$ cat src/rtl/adc_sched_pkg.sv
// adc_sched_pkg: shared FSM states, source codes and default timing for the ADC mux scheduler
// contents: state_t (IDLE/SETTLE/REQ/WAIT/GAP), SRC_AA/SRC_LI, DEF_* parameter defaults, ADC_W
package adc_sched_pkg;
  typedef enum logic [2:0] {IDLE, SETTLE, REQ, WAIT, GAP} state_t;
  localparam logic SRC_AA = 1'b0;
  localparam logic SRC_LI = 1'b1;
  localparam int DEF_INTERVAL_CYCLES = 41946;
  localparam int DEF_SETTLE_CYCLES = 1000;
  localparam int DEF_AVG_LOG2 = 8;
  localparam int ADC_W = 14;
endpackage

$ cat src/rtl/adc_avg_accum.sv
// adc_avg_accum: boxcar average of 2^AVG_LOG2 samples for one mux source
// ports: clk, reset (sync, active-high), add/data (one sample), val/avg (one-cycle average pulse)
module adc_avg_accum import adc_sched_pkg::*; #(
  parameter int AVG_LOG2 = DEF_AVG_LOG2
) (
  input  logic             clk,
  input  logic             reset,
  input  logic             add,
  input  logic [ADC_W-1:0] data,
  output logic             val,
  output logic [ADC_W-1:0] avg
);
  logic [ADC_W+AVG_LOG2-1:0] sum, tot;
  logic [AVG_LOG2-1:0] cnt;
  assign tot = sum + (ADC_W+AVG_LOG2)'(data);
  always_ff @(posedge clk)
    if (reset) begin
      sum <= '0;
      cnt <= '0;
      val <= 1'b0;
      avg <= '0;
    end else begin
      val <= add && &cnt;
      if (add) begin
        // cnt wraps to zero exactly on the completing sample
        cnt <= cnt + AVG_LOG2'(1);
        sum <= &cnt ? '0 : tot;
        if (&cnt) avg <= tot[ADC_W+AVG_LOG2-1:AVG_LOG2];
      end
    end
endmodule

$ cat src/rtl/adc_mux_scheduler.sv
// adc_mux_scheduler: round-robin ADC mux slot scheduler with settle, request, timeout and per-source averaging
// ports: clk/reset; enable, src_mask, lock_valid/lock_src pick sources; adc_sel/adc_req drive the ADC,
// adc_ready/adc_value return data; sample_*, avg_* and timeout_err report results; busy = not IDLE
module adc_mux_scheduler import adc_sched_pkg::*; #(
  parameter int INTERVAL_CYCLES = DEF_INTERVAL_CYCLES,
  parameter int SETTLE_CYCLES = DEF_SETTLE_CYCLES,
  parameter int AVG_LOG2 = DEF_AVG_LOG2
) (
  input  logic             clk,
  input  logic             reset,
  input  logic             enable,
  input  logic [1:0]       src_mask,
  input  logic             lock_valid,
  input  logic             lock_src,
  output logic             adc_sel,
  output logic             adc_req,
  input  logic             adc_ready,
  input  logic [ADC_W-1:0] adc_value,
  output logic             sample_val,
  output logic             sample_src,
  output logic [ADC_W-1:0] sample_data,
  output logic             avg_val,
  output logic             avg_src,
  output logic [ADC_W-1:0] avg_data,
  output logic             timeout_err,
  output logic             busy
);
  localparam int CW = $clog2(INTERVAL_CYCLES);
  state_t state;
  logic [CW-1:0] cnt;
  logic ptr, nxt, go, last, av_aa, av_li;
  logic [ADC_W-1:0] ad_aa, ad_li;
  assign go = enable && (lock_valid || |src_mask);
  // ptr holds the last served source; try the other one first, fall back to ptr itself
  assign nxt = lock_valid ? lock_src : src_mask[~ptr] ? ~ptr : ptr;
  assign last = cnt == CW'(INTERVAL_CYCLES - 1);
  assign busy = state != IDLE;
  always_ff @(posedge clk)
    if (reset) begin
      state <= IDLE;
      cnt <= '0;
      ptr <= SRC_LI;
      adc_sel <= SRC_AA;
      adc_req <= 1'b0;
      sample_val <= 1'b0;
      sample_src <= 1'b0;
      sample_data <= '0;
      timeout_err <= 1'b0;
    end else begin
      adc_req <= 1'b0;
      sample_val <= 1'b0;
      timeout_err <= 1'b0;
      cnt <= (state == IDLE || last) ? '0 : cnt + CW'(1);
      case (state)
        IDLE: if (go) begin
          state <= SETTLE;
          adc_sel <= nxt;
          ptr <= nxt;
        end
        SETTLE: if (cnt == CW'(SETTLE_CYCLES - 1)) begin
          state <= REQ;
          adc_req <= 1'b1;
        end
        REQ: state <= WAIT;
        WAIT: if (adc_ready) begin
          state <= GAP;
          sample_val <= 1'b1;
          sample_data <= adc_value;
          sample_src <= adc_sel;
        end else if (last) begin
          state <= GAP;
          timeout_err <= 1'b1;
        end
        default: ;
      endcase
      // the final slot count closes the slot directly, so back-to-back slots keep requests INTERVAL_CYCLES apart
      if ((state == WAIT || state == GAP) && last) begin
        state <= go ? SETTLE : IDLE;
        if (go) begin
          adc_sel <= nxt;
          ptr <= nxt;
        end
      end
    end
  adc_avg_accum #(.AVG_LOG2(AVG_LOG2)) u_acc_aa (
    .clk(clk),
    .reset(reset),
    .add(sample_val && sample_src == SRC_AA),
    .data(sample_data),
    .val(av_aa),
    .avg(ad_aa)
  );
  adc_avg_accum #(.AVG_LOG2(AVG_LOG2)) u_acc_li (
    .clk(clk),
    .reset(reset),
    .add(sample_val && sample_src == SRC_LI),
    .data(sample_data),
    .val(av_li),
    .avg(ad_li)
  );
  // only one source can complete per cycle since samples arrive one at a time
  assign avg_val = av_aa || av_li;
  assign avg_src = av_li;
  assign avg_data = av_li ? ad_li : ad_aa;
endmodule

$ cat config.mk
export PLATFORM = sky130hd
export DESIGN_NAME = adc_mux_scheduler
export DESIGN_NICKNAME = d
export VERILOG_FILES = /design/src/rtl/adc_sched_pkg.sv /design/src/rtl/adc_avg_accum.sv /design/src/rtl/adc_mux_scheduler.sv
export SDC_FILE = /design/constraint.sdc
export NUM_CORES = 1
export LEC_CHECK = 0
export BUFFER_PORTS_ARGS = -buffer_cell sky130_fd_sc_hd__clkbuf_2
export CAP_MARGIN = 20
export CORE_ASPECT_RATIO = 1.4
export CORE_MARGIN = 2
export CORE_UTILIZATION = 50
export CTS_CLUSTER_DIAMETER = 30
export DETAILED_ROUTE_END_ITERATION = 12
export PLACE_DENSITY = 0.68
export SYNTH_ARGS = -nofsm -noshare
export SYNTH_HDL_FRONTEND = slang
export SYNTH_HIERARCHICAL = 1
export SYNTH_SLANG_ARGS = --single-unit
$ cat constraint.sdc
create_clock -name clk -period 7.1 [get_ports clk]
set_input_delay 0.355 -clock clk [delete_from_list [all_inputs] [get_ports clk]]
set_output_delay 0.355 -clock clk [all_outputs]
set_load 0.01 [all_outputs]
-- Yosys cells after proc, flatten, opt, wreduce, memory -nomap -nowiden
Cells that the tools add are included.
- flip-flop bits (word level): 129
- bits of input ports: 22
- output and inout port bits: 36
- word-level logic and storage cells: 85
- add/sub/neg operators: 5
- order comparisons: 1
- eq/ne operators: 9
- muxes and demuxes: 25
- bitwise operators: 4
- reductions and logical operators: 24
- operator list (operator ; number):
    22-bit by 14-bit adder with 22-bit output ; 2
    22-bit 2-to-1 mux ; 2
    9-bit AND reduction ; 2
    16-bit by 1-bit adder with 16-bit output (second input constant) ; 1
    8-bit by 1-bit adder with 8-bit output (second input constant) ; 2
    16-bit by 10-bit equality test with 1-bit output (second input constant) ; 1
    16-bit equality test (second input constant) ; 1
    1-bit 2-to-1 mux ; 16
    8-bit AND reduction ; 2
    3-bit 2-to-1 mux ; 5
    14-bit 2-to-1 mux ; 1
    3-bit case mux with 4 select lines ; 1
    2-bit OR reduction ; 4
    3-bit by 2-bit equality test with 1-bit output (second input constant) ; 2
    1-bit logical AND ; 6
    5-bit nonzero test ; 1
    1-bit logical OR ; 4
    4-bit by 3-bit inequality test with 1-bit output (second input constant) ; 1
    1-bit NOT ; 4
    4-bit AND reduction ; 1
    3-bit by 1-bit equality test with 1-bit output (second input constant) ; 1
    3-bit equality test (second input constant) ; 1
    3-bit logical NOT ; 1
    3-bit by 2-bit inequality test with 1-bit output (second input constant) ; 1
    5 further kinds ; 5

-- Depth between registers and ports, before layout
Gate-level depths: netlist (run 1).
- depth after elaboration: 9
- gate-level depth with buffers: 9
- depth with buffers taken out: 9

-- Modules after synthesis
Netlist (run 1), hierarchy kept.
- modules (own cells, without submodules) (module ; instances ; cells an instance ; area an instance (um^2) ; sequential area each (um^2)):
    adc_avg_accum (u_acc_li) ; 1 ; 355 ; 2907.8 ; 900.9
    adc_avg_accum (u_acc_aa) ; 1 ; 311 ; 2567.5 ; 900.9
    adc_mux_scheduler ; 1 ; 217 ; 1840.5 ; 780.7

-- Least setup slack after synthesis (run 1)
No wires, ideal clock.
- path kind: register to register
- start point: register sample_data[0]
- end point: register u_acc_li.avg[10]
- setup time: 0.131 ns
- arrival: 2.421 ns
- data required time: 6.969 ns
- path slack: 4.548 ns
- stages on the path, launching flop included: 10
- buffers on the path: 1
- clock period less this slack: 2.552 ns
- cells stage by stage: dfxtp_1 > ha_1 > fa_1 > a41oi_1 > o21ai_0 > a31o_2 > buf_2 > or2_2 > a2111oi_0 > nor3_1
- longest elaborated chain between the ends: 1
- ends and longest elaborated chain (what ; line ; source):
    start: declaration ; adc_mux_scheduler.sv:21 ; output logic [ADC_W-1:0] sample_data,
    start signal: assignment ; adc_mux_scheduler.sv:68 ; sample_data <= adc_value;
    22-bit by 14-bit adder with 22-bit output ; adc_avg_accum.sv:15 ; assign tot = sum + (ADC_W+AVG_LOG2)'(data);
    end signal: assignment ; adc_avg_accum.sv:28 ; if (&cnt) avg <= tot[ADC_W+AVG_LOG2-1:AVG_LOG2];
    end: declaration ; adc_avg_accum.sv:11 ; output logic [ADC_W-1:0] avg
No other way between the ends.
A chain may end at the register's enable or synchronous reset.

-- Final worst setup path (run 1)
- start point: register sample_src
- end point: register u_acc_li.avg[4]
- longest elaborated chain between the ends: 2
- ends and longest elaborated chain (what ; line ; source):
    start: declaration ; adc_mux_scheduler.sv:20 ; output logic sample_src,
    start signal: assignment ; adc_mux_scheduler.sv:69 ; sample_src <= adc_sel;
    1-bit logical AND ; adc_mux_scheduler.sv:96 ; .add(sample_val && sample_src == SRC_LI),
    9-bit AND reduction (no source line) ; -- ;
No other way between the ends.

==> results of run 1 <==
[critical path, stage by stage (launching register included)]
cell and delay (ps):
dfxtp_1 390, and2_1 620, inv_1 540, nor2_2 670, nand3_1 150, a311o_1 340
o211ai_1 80
[layer usage]
layer  vias to the layer above  GRT usage  routed length (µm)
li1                       3279          -                   -
met1                      3158      0.283                7960
met2                       157      0.421                9440
met3                        48     0.0453                 756
met4                         0      0.114                 588
met5                         -          0                   0
[power by group]
part | switching, mW | internal (mW)
Combinational | 0.0307 | 0.0157
Clock | 0.333 | 0.597
Sequential | 0.00652 | 0.728
Total | 0.370 | 1.34
[how the worst max path moves through the flow]
stage | cells after the start | slack [ps] | start | to
2_1_floorplan | 9 | 4550 | sample_data[0]$_SDFFE_PP0P_ | u_acc_li/avg[10]$_SDFFE_PP0P_
5_1_grt | 6 | 3970 | sample_src$_SDFFE_PP0P_ | u_acc_li/avg[4]$_SDFFE_PP0P_
6_report | 6 | 4240 | sample_src$_SDFFE_PP0P_ | u_acc_li/avg[4]$_SDFFE_PP0P_
3_5_place_dp | 6 | 4220 | sample_src$_SDFFE_PP0P_ | u_acc_li/avg[4]$_SDFFE_PP0P_
3_3_place_gp | 6 | 4360 | sample_src$_SDFFE_PP0P_ | u_acc_li/avg[4]$_SDFFE_PP0P_
4_1_cts | 6 | 4210 | sample_src$_SDFFE_PP0P_ | u_acc_li/avg[4]$_SDFFE_PP0P_
[metrics by stage]
step	hold WS (ps)	instances	setup WS (ps)	util
after floorplan	429	883	4550	-
after global routing	152	1117	3970	0.574
final	147	1117	4240	0.574
after detailed placement	449	1085	4220	0.530
after CTS	128	1117	4210	0.574
after global placement	442	1085	4360	0.530
[flip-flops by register name, indices dropped and copies added (netlist names), 3 cells and up]
| signal | cells |
|---|---|
| u_acc_aa/sum | 22 |
| cnt | 16 |
| u_acc_li/sum | 22 |
| state | 3 |
| u_acc_li/avg | 14 |
| u_acc_aa/cnt | 8 |
| u_acc_li/cnt | 8 |
| u_acc_aa/avg | 14 |
| sample_data | 14 |
[cell families (layout without fill, tap and decap cells)]
kind of cell	Yosys count	count (layout)	share of synthesized area
and+or+nand+nor	355	355	0.246
AOI/OAI and AO/OA	235	235	0.213
DFF	129	129	0.353
buffers and inverters	62	107	0.0407
xor gates and xnor gates	49	49	0.0587
adders and majority gates	34	34	0.0602
muxes	19	19	0.0284
[area by class of cell]
| class | count | area, µm² |
|---|---|---|
| fillers | 1345 | 6130 |
| multi-input cells | 692 | 4440 |
| flip-flops and latches | 129 | 2580 |
| clock buffers | 19 | 443 |
| repair buffers | 59 | 303 |
| well taps | 189 | 236 |
| clock inverters | 13 | 184 |
| inverters | 16 | 60.1 |
[cells in the final DEF (no fill, tap or decap), types with 6 or more instances in the layout]
cell type and instances:
a21o_1 15, a21oi_1 85, a22oi_1 6, a31oi_1 9, and2_1 9, and3_1 12
clkbuf_16 17, clkbuf_2 56, dfxtp_1 129, ha_1 32, inv_1 16, mux2_2 14
nand2_1 102, nand3_1 35, nand4_1 17, nor2_1 79, nor2b_1 14, nor3_1 18
nor4b_1 7, o211ai_1 8, o21a_1 6, o21ai_0 43, or2_2 6, or3_1 16
xnor2_1 22, xor2_1 27
==> out/results.tsv, run 1 <==
metric	value	unit
CP startpoint kind	flop	
peak supply drop	0.000139	V
Root Buffer	clkbuf_16	
CTS resizes	0	
wire length per cell	16.8	µm
Die Span Y	147	µm
n_diodes	0	
core area	0.0144	mm²
WP data arrival	3210	ps
Post-CTS Setup Inserts	0	
placed cell area	0.00762	mm²
syn_area_per_cell	8.29	µm²
HPWL after DPL	13600	µm
worst slew pin tran	869	ps
Yosys warning count	6	
min Tclk post-route	2860	ps
Final setup viols	0	
Clock transition at path regs	60	ps
Crit. End Element	flop	
relative slew slack	0.416	
Placer Congestion	0.959	
Final period util	0.403	
DR vias/cell	5.95	
Setup CP Type	reg2reg	
WL final	18700	µm
layout cells sized above 1	0.144	
Post-Route Setup TNS	0	ps
Clock Path Buffers	2	
Pwr Total	1.71	mW
worst skew pair latency	420	ps
# clock sinks	129	
CTS tree	done	
P_leak	3.34	nW
Critical Path RT	7440	ps
Post-synth EDFFs	0	
syn_nets	939	
fmax	349	MHz
Seq/Total Area, Yosys	0.353	
# IOs	58	
gr ovfl total	0	
status	finished, final reports clean	
Row Count	52	
reg2reg setup slack	4240	ps
Starting Density	0.509	
leading cell types by count after synthesis	dfxtp_1 (129), nand2_1 (102), a21oi_1 (85)	
DR pass1 iterations	6	
synthesized flop and latch total	129	
htree depth	4	
Max-cap violations	0	
cell with the most instances after synthesis	dfxtp_1	
routed vias	6642	
initial drt markers	438	
initial antenna violation count	0	
Hold Crit Class	in2reg	
Area growth, synth to finish	12.7	%
final hold violations	0	
Mapped Cells	883	
Netlist Area Pre-Place	0.00732	mm²
largest net degree at the start of global routing	68	
WHS Path Cells	2	
die span in x	106	µm
Die ar.	0.0156	mm²
hold path startpoint	adc_ready	
Num CTS Buffers	17	
r2r endpoint	u_acc_li/avg[4]$_SDFFE_PP0P_	
CTS hold repair buffers	0	
DRC	0	
first-pass GRT wire length	30300	µm
crit-path max FO	21	
top-area cell type share of the netlist area	0.353	
vias in the first global route	6233	
post-synthesis cell type count	81	
Finished Cell Area	0.00825	mm²
asr flop ratio synth	0	
RSZ-0062 raised after global routing	false	
reg-to-reg startpoint	sample_src$_SDFFE_PP0P_	
pwr dens	207	mW/mm²
area leader, netlist	dfxtp_1	
Hold Path End	timeout_err$_SDFF_PP0_	
gr usage total	0.241	
Synth area leaders	dfxtp_1 (35%), a21oi_1 (5.8%), ha_1 (5.5%)	
Pins Over Slew Limit	0	
Layout Nets	971	
Reg2Reg Depth	6	
Setup Skew	7.30	ps
Routed Antenna Nets	0	
I/O Buffers	57	
dominant synthesized flop cell	dfxtp_1	
No activity file was read; power rests on OpenSTA's default activity.
==> inputs of run 2 (changes only) <==
--- a/config.mk
+++ b/config.mk
@@ -12,7 +12,7 @@
 export CORE_UTILIZATION = 50
 export CTS_CLUSTER_DIAMETER = 30
 export DETAILED_ROUTE_END_ITERATION = 12
-export PLACE_DENSITY = 0.68
+export PLACE_DENSITY = 0.71
 export SYNTH_ARGS = -nofsm -noshare
 export SYNTH_HDL_FRONTEND = slang
 export SYNTH_HIERARCHICAL = 1
==> constraint.sdc (replaced) <==
create_clock -name clk -period 2.5 [get_ports clk]
set_input_delay 0.125 -clock clk [delete_from_list [all_inputs] [get_ports clk]]
set_output_delay 0.125 -clock clk [all_outputs]
set_load 0.01 [all_outputs]
==> run 2 against run 1 <==
  * Via count grew 3.3%
  * Routed wire length grew 4.8%
  * Critical path type unchanged
  * Largest cell class unchanged
  * Core utilization grew 3.7 points
  * Clock-buffer cell count grew 3
==> out/results.tsv, run 2 (synthesis results as in run 1) <==
metric	value	unit
status	finished, final reports clean	
largest net degree at the start of global routing	40	
Net Sw Frac	0.211	
fmax	414	MHz
Row Count	52	
gr ovfl total	0	
Crit. End Element	flop	
htree depth	4	
registers with the most flip-flops	u_acc_aa/sum: 22 flops, u_acc_li/sum: 22 flops, cnt: 16 flops	
DR pass1 iterations	5	
gr usage total	0.252	
Hold Crit Class	in2reg	
most frequent cells in the layout	dfxtp_1 (126), nand2_1 (102), a21oi_1 (84)	
# IOs	58	
Num CTS Buffers	17	
wire length per cell	16.8	µm
RSZ-0062 raised after global routing	false	
Die Span Y	147	µm
Setup CP Type	reg2reg	
Setup Skew	6.59	ps
Max stage delay cell, worst path	or3_1	
worst slew pin tran	701	ps
P_leak	3.60	nW
Pwr Total	4.81	mW
most common cell after layout, fill and taps aside	dfxtp_1	
vias in the first global route	6342	
DR vias/cell	5.86	
pwr dens	548	mW/mm²
CTS tree	done	
# placed instances	1123	
Root Buffer	clkbuf_16	
peak supply drop	0.000357	V
CP startpoint kind	flop	
die span in x	106	µm
area of the multi-input gates	0.00453	mm²
Die ar.	0.0156	mm²
Cell Count, Final, Fillers Out	1171	
max incr delay on CP	380	ps
# clock sinks	129	
initial antenna violation count	0	
Max-cap violations	0	
reg2reg setup slack	80	ps
Sequential Power Share	0.433	
final hold violations	0	
Comb pwr share	0.034	
Pins Over Slew Limit	0	
core area	0.0144	mm²
DRC	0	
register area	0.00259	mm²
Area growth, synth to finish	20.1	%
WL final	19600	µm
Pint	3.80	mW
n_diodes	0	
HPWL after DPL	14000	µm
Post-Route Setup TNS	0	ps
WHS	78.7	ps
Finished Core Util	0.611	
I/O Buffers	57	
worst skew pair latency	430	ps
Clock transition at path regs	60	ps
routed vias	6863	
min Tclk post-route	2420	ps
first-pass GRT wire length	31400	µm
Critical Path RT	2800	ps
layout cells sized above 1	0.195	
WP data arrival	2720	ps
Psw	1.01	mW
relative slew slack	0.529	
Final period util	0.966	
Starting Density	0.509	
Placer Congestion	0.954	
initial drt markers	364	
Layout Nets	1026	
Clock Path Buffers	2	
crit-path max FO	6	
fillcell total	1287	
Final setup viols	0	
Clock power frac	0.534	
cells along the critical path	ha_2, fa_2, a41oi_1, o21ai_1, a31o_2, buf_4, or3_1, nand3_1, o31ai_1	
Routed Antenna Nets	0	
run 2: cell count changes in the layout (fill, tap and decap cells not counted), sizes merged:
cell	previous run	this run
clkinvlp	3	4
bufinv	4	3
buf	3	43
inv	18	16
clkbuf	75	78
clkinv	4	2
dlygate4sd3	0	15
run 2: cell type report:
| cell class | instances | area share |
|---|---|---|
| Multi-Input combinational cell | 692 | 0.516 |
| Sequential cell | 129 | 0.294 |
| Timing Repair Buffer | 114 | 0.0857 |
| Clock buffer | 22 | 0.0551 |
| Tap cell | 189 | 0.0269 |
| Clock inverter | 9 | 0.0148 |
| Inverter | 16 | 0.00684 |
run 2: through the flow:
step,cell area [µm²],worst slack [ps]
CTS,8680,15.3
floorplan,7320,1.79
global route,8780,0.604
global placement,7910,39.9
detailed placement,7910,29.4
finish,8780,84.1
run 2: critical path, delay by kind of cell (launching register included):
kind / cells / cell delay (ps)
AOI/OAI and AO/OA: 4 / 690
adders and majority gates: 2 / 550
buffers and inverters: 1 / 180
DFF: 1 / 340
and+or+nand+nor: 2 / 530
run 2: final timing paths:
kind	from	cells after the start	end
worst max-delay path	sample_data[0]$_SDFFE_PP0P_	9	u_acc_li/sum[18]$_SDFFE_PP0P_
worst min-delay path	lock_valid	4	adc_sel$_SDFF_PP0_
worst max register to register	sample_data[0]$_SDFFE_PP0P_	9	u_acc_li/sum[18]$_SDFFE_PP0P_
worst min register to register	u_acc_li/avg[2]$_SDFFE_PP0P_	2	u_acc_li/avg[2]$_SDFFE_PP0P_
run 2: metal layers:
metal,GRT usage,up-vias,share of wire
met5,0,-,0
met4,0.114,0,0.032
met3,0.0555,39,0.050
met2,0.437,200,0.50
met1,0.296,3238,0.42
li1,-,3386,-
run 2: timing repair:
| action | in CTS | in global routing |
|---|---|---|
| pin swaps | 0 | 5 |
| gates resized for setup | 1 | 23 |
| endpoints found under the setup margin | 3 | 23 |
| hold buffers | 15 | 0 |
| buffers inserted | 0 | 2 |
| hold endpoints to repair | 15 | 0 |
run 2: power by group through the flow:
stage / sequential, mW / clock, mW / combinational, mW
floorplan: 2.12 / 0 / 0.0918
global placement: 2.13 / 0 / 0.141
detailed placement: 2.13 / 0 / 0.141
finish: 2.08 / 2.57 / 0.162
CTS: 2.08 / 2.61 / 0.161
global route: 2.08 / 2.69 / 0.179
